--- config.mk ---
export PLATFORM = sky130hd
export DESIGN_NAME = rd_load_unit
export DESIGN_NICKNAME = d
export VERILOG_FILES = /design/src/rtl/rd_load_unit.sv
export SDC_FILE = /design/constraint.sdc
export NUM_CORES = 1
export LEC_CHECK = 0
export CAP_MARGIN = 25
export CORE_MARGIN = 4
export CORE_UTILIZATION = 50
export DETAILED_ROUTE_END_ITERATION = 7
export GPL_ROUTABILITY_DRIVEN = 0
export PLACE_DENSITY = 0.87
export SETUP_SLACK_MARGIN = 0.4
export SLEW_MARGIN = 10
export SYNTH_ARGS = -nofsm -noshare
export SYNTH_HDL_FRONTEND = slang
export SYNTH_SLANG_ARGS = --single-unit
export TNS_END_PERCENT = 50
--- constraint.sdc ---
create_clock -name clk -period 3.8 [get_ports clk]
set_input_delay 0.95 -clock clk [delete_from_list [all_inputs] [get_ports clk]]
set_output_delay 0.95 -clock clk [all_outputs]
set_load 0.05 [all_outputs]
--- src/rtl/rd_load_unit.sv ---
// Load unit: computes data1 + ext_imm, issues one word read on the data bus and returns the
// extracted/extended LB/LH/LW/LBU/LHU result. Optional bus timeout: define LOAD_TIMEOUT_EN.
module rd_load_unit #(
  parameter int unsigned TIMEOUT_CYCLES = 16
) (
  input  logic        clk,
  input  logic        rst_n,
  input  logic        start,
  input  logic [2:0]  funct3,
  input  logic [31:0] data1,
  input  logic [31:0] ext_imm,
  output logic        mem_req,
  output logic [31:0] mem_addr,
  input  logic        mem_ack,
  input  logic [31:0] mem_rdata,
  output logic [31:0] ld_data,
  output logic        ld_valid,
  output logic        misalign,
  output logic        timeout,
  output logic        busy
);

  localparam logic [2:0] F3_LB  = 3'b000;
  localparam logic [2:0] F3_LH  = 3'b001;
  localparam logic [2:0] F3_LW  = 3'b010;
  localparam logic [2:0] F3_LBU = 3'b100;
  localparam logic [2:0] F3_LHU = 3'b101;

  // S_MISAL is a one-cycle hold that makes a rejected access report at the
  // same latency as a zero-wait bus read.
  typedef enum logic [1:0] {S_IDLE, S_REQ, S_MISAL, S_DONE} state_t;

  state_t      state, state_nxt;
  logic [31:0] addr_sum;
  logic        bad_access;
  logic [1:0]  lane_q;
  logic [2:0]  f3_q;
  logic [31:0] mem_addr_q;
  logic [31:0] ld_data_q;
  logic        mis_q;
  logic        tmo_q;
  logic        expire;

  assign addr_sum = data1 + ext_imm;

  always_comb begin
    // NOTE: every signal assigned in a combinational block gets a default first, otherwise a latch is inferred.
    bad_access = 1'b0;
    case (funct3)
      F3_LB, F3_LBU: bad_access = 1'b0;
      F3_LH, F3_LHU: bad_access = addr_sum[0];
      F3_LW:         bad_access = |addr_sum[1:0];
      default:       bad_access = 1'b1;
    endcase
  end

`ifdef LOAD_TIMEOUT_EN
  localparam int CNT_W = $clog2(TIMEOUT_CYCLES + 1);
  logic [CNT_W-1:0] wait_cnt;

  always_ff @(posedge clk or negedge rst_n) begin
    if (!rst_n) begin
      wait_cnt <= '0;
    end else if (state == S_REQ) begin
      wait_cnt <= wait_cnt + 1'b1;
    end else begin
      wait_cnt <= '0;
    end
  end

  assign expire = (state == S_REQ) && (wait_cnt == CNT_W'(TIMEOUT_CYCLES - 1));
`else
  logic unused_timeout_cfg;
  assign unused_timeout_cfg = ^TIMEOUT_CYCLES;
  assign expire             = 1'b0;
`endif

  always_ff @(posedge clk or negedge rst_n) begin
    // NOTE: sequential state uses non-blocking assignments so all flops update from pre-edge values.
    if (!rst_n) state <= S_IDLE;
    else        state <= state_nxt;
  end

  always_comb begin
    state_nxt = state;
    case (state)
      S_IDLE:  if (start) state_nxt = bad_access ? S_MISAL : S_REQ;
      S_REQ:   if (mem_ack || expire) state_nxt = S_DONE;
      S_MISAL: state_nxt = S_DONE;
      S_DONE:  state_nxt = S_IDLE;
      default: state_nxt = S_IDLE;
    endcase
  end

  function automatic logic [31:0] extract(input logic [2:0] f3, input logic [1:0] lane,
                                          input logic [31:0] word);
    logic [7:0]  b;
    logic [15:0] h;
    case (lane)
      2'd0:    b = word[7:0];
      2'd1:    b = word[15:8];
      2'd2:    b = word[23:16];
      default: b = word[31:24];
    endcase
    h = lane[1] ? word[31:16] : word[15:0];
    case (f3)
      F3_LB:   extract = {{24{b[7]}}, b};
      F3_LBU:  extract = {24'h0, b};
      F3_LH:   extract = {{16{h[15]}}, h};
      F3_LHU:  extract = {16'h0, h};
      default: extract = word;
    endcase
  endfunction

  always_ff @(posedge clk or negedge rst_n) begin
    if (!rst_n) begin
      mem_addr_q <= '0;
      lane_q     <= '0;
      f3_q       <= '0;
      ld_data_q  <= '0;
      mis_q      <= 1'b0;
      tmo_q      <= 1'b0;
    end else begin
      case (state)
        S_IDLE: begin
          if (start) begin
            mem_addr_q <= {addr_sum[31:2], 2'b00};
            lane_q     <= addr_sum[1:0];
            f3_q       <= funct3;
          end
        end
        S_REQ: begin
          // An ack arriving in the expiry cycle takes priority over the abort.
          if (mem_ack) begin
            ld_data_q <= extract(f3_q, lane_q, mem_rdata);
            mis_q     <= 1'b0;
            tmo_q     <= 1'b0;
          end else if (expire) begin
            ld_data_q <= '0;
            mis_q     <= 1'b0;
            tmo_q     <= 1'b1;
          end
        end
        S_MISAL: begin
          ld_data_q <= '0;
          mis_q     <= 1'b1;
          tmo_q     <= 1'b0;
        end
        default: ;
      endcase
    end
  end

  assign mem_req  = (state == S_REQ);
  assign mem_addr = mem_addr_q;
  assign busy     = (state != S_IDLE);
  assign ld_valid = (state == S_DONE);
  assign ld_data  = ld_data_q;
  assign misalign = ld_valid & mis_q;
`ifdef LOAD_TIMEOUT_EN
  assign timeout  = ld_valid & tmo_q;
`else
  assign timeout  = 1'b0;
`endif

endmodule

==> Yosys cells after proc, flatten, opt, wreduce, memory -nomap -nowiden <==
Index checks and enable logic that the tools add are counted.
Widths: inputs -> output; s select.
{ "word_totals": {"register_bits": 70, "elab_cells": 46, "in_bits": 103, "output_inout_bits": 69} }
{ "classes": {"add_sub_neg": 1, "n_bitwise": 1, "n_reduce_logical": 12, "muxes": 12, "n_eq_ne": 14} }
{ "ops": {"columns": ["op", "count"], "rows": [
  ["$pmux 32 s4", 1],
  ["$pmux 32 s2", 1],
  ["$add 32x32->32", 1],
  ["$mux 32", 1],
  ["$pmux 8 s3", 1],
  ["$mux 16", 1],
  ["$eq 3x3->1 const B", 4],
  ["$pmux 2 s4", 1],
  ["$eq 2x2->1 const B", 3],
  ["$eq 3x1->1 const B", 2],
  ["$logic_not 3->1", 2],
  ["$mux 2", 3],
  ["$reduce_and 2->1", 3],
  ["$reduce_or 2->1", 3],
  ["$eq 2x1->1 const B", 2],
  ["$logic_not 2->1", 2],
  ["$reduce_bool 2->1", 2],
  ["$eq 3x2->1 const B", 1],
  ["$pmux 1 s3", 1],
  ["$ne 2x1->1 const B", 1],
  ["$ne 2x2->1 const B", 1],
  ["$pmux 1 s2", 1],
  ["$and 1x1->1", 1],
  ["$mux 1", 1]
]} }

==> Logic depth before layout (Yosys ltp) <==
{ "logic_depth": {"depth_word": 6, "depth_mapped": 9, "mapped_depth_nobuf": 9} }

==> Worst setup path after synthesis <==
Ideal clock, no wire load.
{ "synth_path": {"path_kind": "input-to-reg", "start": "input data1[0]", "end": "register mem_addr_q[12], in the netlist mem_addr[12]", "path_stages": 8, "path_slack_ns": 0.895, "required_ns": 3.671, "setup_time_ns": 0.129, "arrival_time_ns": 2.776, "n_path_buf": 0, "cell_sequence": "ha_1 fa_1 a21o_1 a31o_1 a221o_2 a31oi_1 xor2_1 o21ai_1"} }
{ "synth_between": {"elab_chain_cells": 1} }
{ "synth_rtl": {"columns": ["item", "line", "rtl"], "rows": [
  ["from (decl)", "10", "input logic [31:0] data1,"],
  ["$add 32x32->32", "44", "assign addr_sum = data1 + ext_imm;"],
  ["to (signal assigned)", "127", "mem_addr_q <= {addr_sum[31:2], 2'b00};"],
  ["to (decl)", "38", "logic [31:0] mem_addr_q;"]
]} }
Every way passes these cells.
A chain may end at the register's enable or synchronous reset.

==> Worst setup path after layout <==
{ "layout_path": {"start": "input data1[0]", "end": "register mem_addr_q[26], in the netlist mem_addr[26]"} }
Same word-level chain as after synthesis.

==> flow_summary_export.csv <==
group,metric,value,unit
outcome,status,"complete, no violations",
synthesis,netlist_top_cells_count,"109 x nand2_1, 70 x dfrtp_1, 61 x o21ai_0, 54 x a21oi_1, 36 x ha_1",
clock_network,cts-resized-gates,0,
clock_network,cts_max_level,3,
floorplanning,row_count,36,
synthesis,synth_top_area_cell,"dfrtp_1",
worst_setup_path,rr_startpoint,"lane_q[1]",
worst_setup_path,worst-r2r-cell-count,5,
worst_setup_path,worstReg2RegEnd,"ld_data[13]",
timing,relSlewSlack,48.0,%
global_route,grt_usage,25.5,%
synthesis,syn-instance-count,593,
hold_path,hold_path_depth,2,
flow_run,cap_viol_max_count,0,
final_layout,multi_input_comb_area,3020,µm²
timing,fmax,0.313,GHz
synthesis,netlist_area,4980,µm²
synthesis,yosysMostFrequentCell,"nand2_1",
synthesis,synth_top_area_share,35.2,%
clock_network,post_cts_buffers,0,
synthesis,ys_warn_count,0,
floorplanning,ioPinCount,172,
final_layout,fillCellCount,742,
route,wl,14900,µm
floorplanning,die_h,108,µm
synthesis,netlist_top_cells_area,"dfrtp_1 35%, ha_1 9.0%, nand2_1 8.2%",
worst_setup_path,startpoint_type,"input pin",
pwr,internal_power,0.00249,W
route,vias,5003,
worst_setup_path,rrSetupSlack,1.73,ns
clock_network,clk_latency,0.34,ns
final_layout,area_delta_synth_final,39.9,%
pwr,p_sw,0.00246,W
hold_path,worstHoldEndpoint,"mem_addr[3]",
final_layout,antennaDiodeCount,0,
worst_setup_path,criticalPathCategory,"in2reg",
clock_network,path_clk_slew,0.08,ns
timing,timing.hold.ws,0.481,ns
pwr,leakage,3.05,nW
clock_network,cts_sinks,70,
route,ant_nets,0,
timing,rsz0062_at_grt,"false",
final_layout,layout-drive-gt1-share,6.50,%
route,firstDrtPassIters,7,
floorplanning,start_util,51.2,%
final_layout,fin_nets,890,
pwr,vdd_drop_max,502,µV
synthesis,ys_ff_latch,70,
worst_setup_path,cp_max_fo,4,
worst_setup_path,cp.required,4.04,ns
synthesis,synth_edf_count,0,
worst_setup_path,slowest_delay,0.42,ns
worst_setup_path,worst_ep_arrival_time,3.44,ns
final_layout,regArea,1750,µm²
placed_design,port_buffers,168,
synthesis,postSynthAreaPerCell,8.40,µm²
clock_network,cts_made_buffers,9,
timing,fin_crit_sh,84.1,%
timing,setup-tns-final,0,ns
synthesis,synthArstFlopShare,100,%
timing,worst_pin_slew,0.778,ns
synthesis,seq_area_frac_synth,35.2,%
pwr,p_seq_share,26.4,%
timing,setup_violations,0,
global_route,grt_overflow_total,0,
route,drcViolationCount,0,
clock_network,hold_buffers,0,
timing,fin_crit,3.20,ns
placed_design,hpwl,11500,µm
global_route,grt_start_max_net_pins,39,
hold_path,min_from,"mem_addr[3]",
hold_path,hp-class,"reg2reg",
global_route,grt_pass1_wl,23800,µm
clock_network,clock-root-buffer,"clkbuf_8",
clock_network,cts_tree,"built",
pwr,p_clk_share,13.3,%
pwr,powerDensity,711,nW/µm²
floorplanning,die_w,108,µm
worst_setup_path,cp_slowest_cell,"fa_1",
pwr,sw_frac_of_total,49.7,%
route,vias_per_cell,5.64,
global_route,grt_pass1_vias,5011,
timing,hold_viol,0,
worst_setup_path,cp_common_cell,"a31o_1",
worst_setup_path,setup.worst_path.end_class,"register",
timing,fin_worst_skew,0.0106,ns
floorplanning,die_area,11600,µm²
synthesis,synth_flop_cell,"dfrtp_1",
synthesis,synth_cell_type_count,61,
global_route,antenna_found_initial,0,
pwr,p_comb_share,60.3,%
worst_setup_path,crit_chain,"clkdlybuf4s50_1, ha_1, fa_1, a21o_1, a31o_1, a2bb2oi_2, a211oi_2, o21ai_1, nand3_1, a31o_1",
route,dr.first_iter.drc_count,265,
clock_network,clock_path_buffers,2,
route,wire_per_inst,16.8,µm
floorplanning,core,9730,µm²
timing,maxSlewViolCount,0,
how the worst max path moves through the flow:
| stage | start | to | slack [ns] | cells after the start |
|---|---|---|---|---|
| after floorplan | data1[0] | mem_addr[12] | 0.89 | 8 |
| after global placement | data1[0] | mem_addr[26] | 0.31 | 10 |
| after detailed placement | data1[0] | mem_addr[26] | 0.25 | 10 |
| after CTS | data1[0] | mem_addr[26] | 0.63 | 10 |
| after global routing | data1[0] | mem_addr[30] | 0.51 | 10 |
| final | data1[0] | mem_addr[26] | 0.60 | 10 |
power groups by stage:
| stage | clock network (W) | registers [W] | logic, W |
|---|---|---|---|
| finish | 0.000660 | 0.00131 | 0.00299 |
| global route | 0.000688 | 0.00135 | 0.00317 |
| detailed placement | 0 | 0.00131 | 0.00297 |
| floorplan | 0 | 0.00212 | 0.00115 |
| global placement | 0 | 0.00130 | 0.00290 |
| CTS | 0.000662 | 0.00130 | 0.00298 |
stage by stage:
step	power [W]	utilization, %	instances	setup WS, ns	cell area, µm²
after floorplan	0.00327	-	595	0.895	4990
after global placement	0.00421	69.4	871	0.310	6750
after detailed placement	0.00428	69.4	871	0.251	6750
after CTS	0.00494	71.5	886	0.629	6960
after global routing	0.00521	71.6	887	0.507	6970
final	0.00496	71.6	887	0.603	6970
layer usage:
layer  global-route usage (%)  wire length, µm  part of all wire, %  up-vias
li1                         -                -                    -     2406
met1                     30.9             6090                   41     2322
met2                     44.7             7280                   49      239
met3                     4.44             1080                  7.3       36
met4                     10.4              467                  3.1        0
met5                        0                0                    0        -
critical path: cells and delay by family:
family	cells	cell delay [ns]
and+or+nand+nor	1	0.10
adders and majority gates	2	0.69
buffers and inverters	1	0.40
AOI/OAI and AO/OA	6	1.29
cells in the final DEF, fill, tap and decap left out, types with 4 or more instances in the layout:
cell type	instances
o211ai_1	8
ha_1	36
o21ai_1	6
nor2_1	15
buf_4	8
nand2_1	108
xor2_1	15
a211oi_1	4
o31ai_1	9
o21ai_0	61
o21a_1	8
inv_1	22
nand4_1	9
o21bai_1	8
mux2_2	9
a21oi_1	54
dfrtp_1	70
nand3_1	9
xnor2_1	10
clkbuf_8	9
nor3_1	5
mux2i_1	8
a21o_1	9
clkdlybuf4s50_1	167
nor2b_1	27
a31oi_1	4
state kept, by name, summed over array words and instances, names as in the netlist:
register  flops
ld_data      32
mem_addr     30
f3_q          3
lane_q        2
state         2
mis_q         1
layout make-up:
cell class | instances | area share [%]
sequential | 70 | 25.1
multi-input combinational | 471 | 43.3
timing repair buffer | 176 | 24.9
inverter | 22 | 1.19
clock buffer | 9 | 1.78
tap | 133 | 2.39
clock inverter | 6 | 1.26
logic make-up after synthesis:
kind of cell / after synthesis / share of synthesized area, %
flip-flops: 70 / 35.2
multiplexers: 19 / 4.30
XOR/XNOR: 25 / 4.40
buffers and inverters: 54 / 4.50
AO/OA/AOI/OAI: 192 / 23.6
adder cells (fa/ha/maj): 37 / 9.45
other: 1 / 0.0753
AND/OR/NAND/NOR: 195 / 18.5
Note: power is estimated with default switching activity, not from simulation.
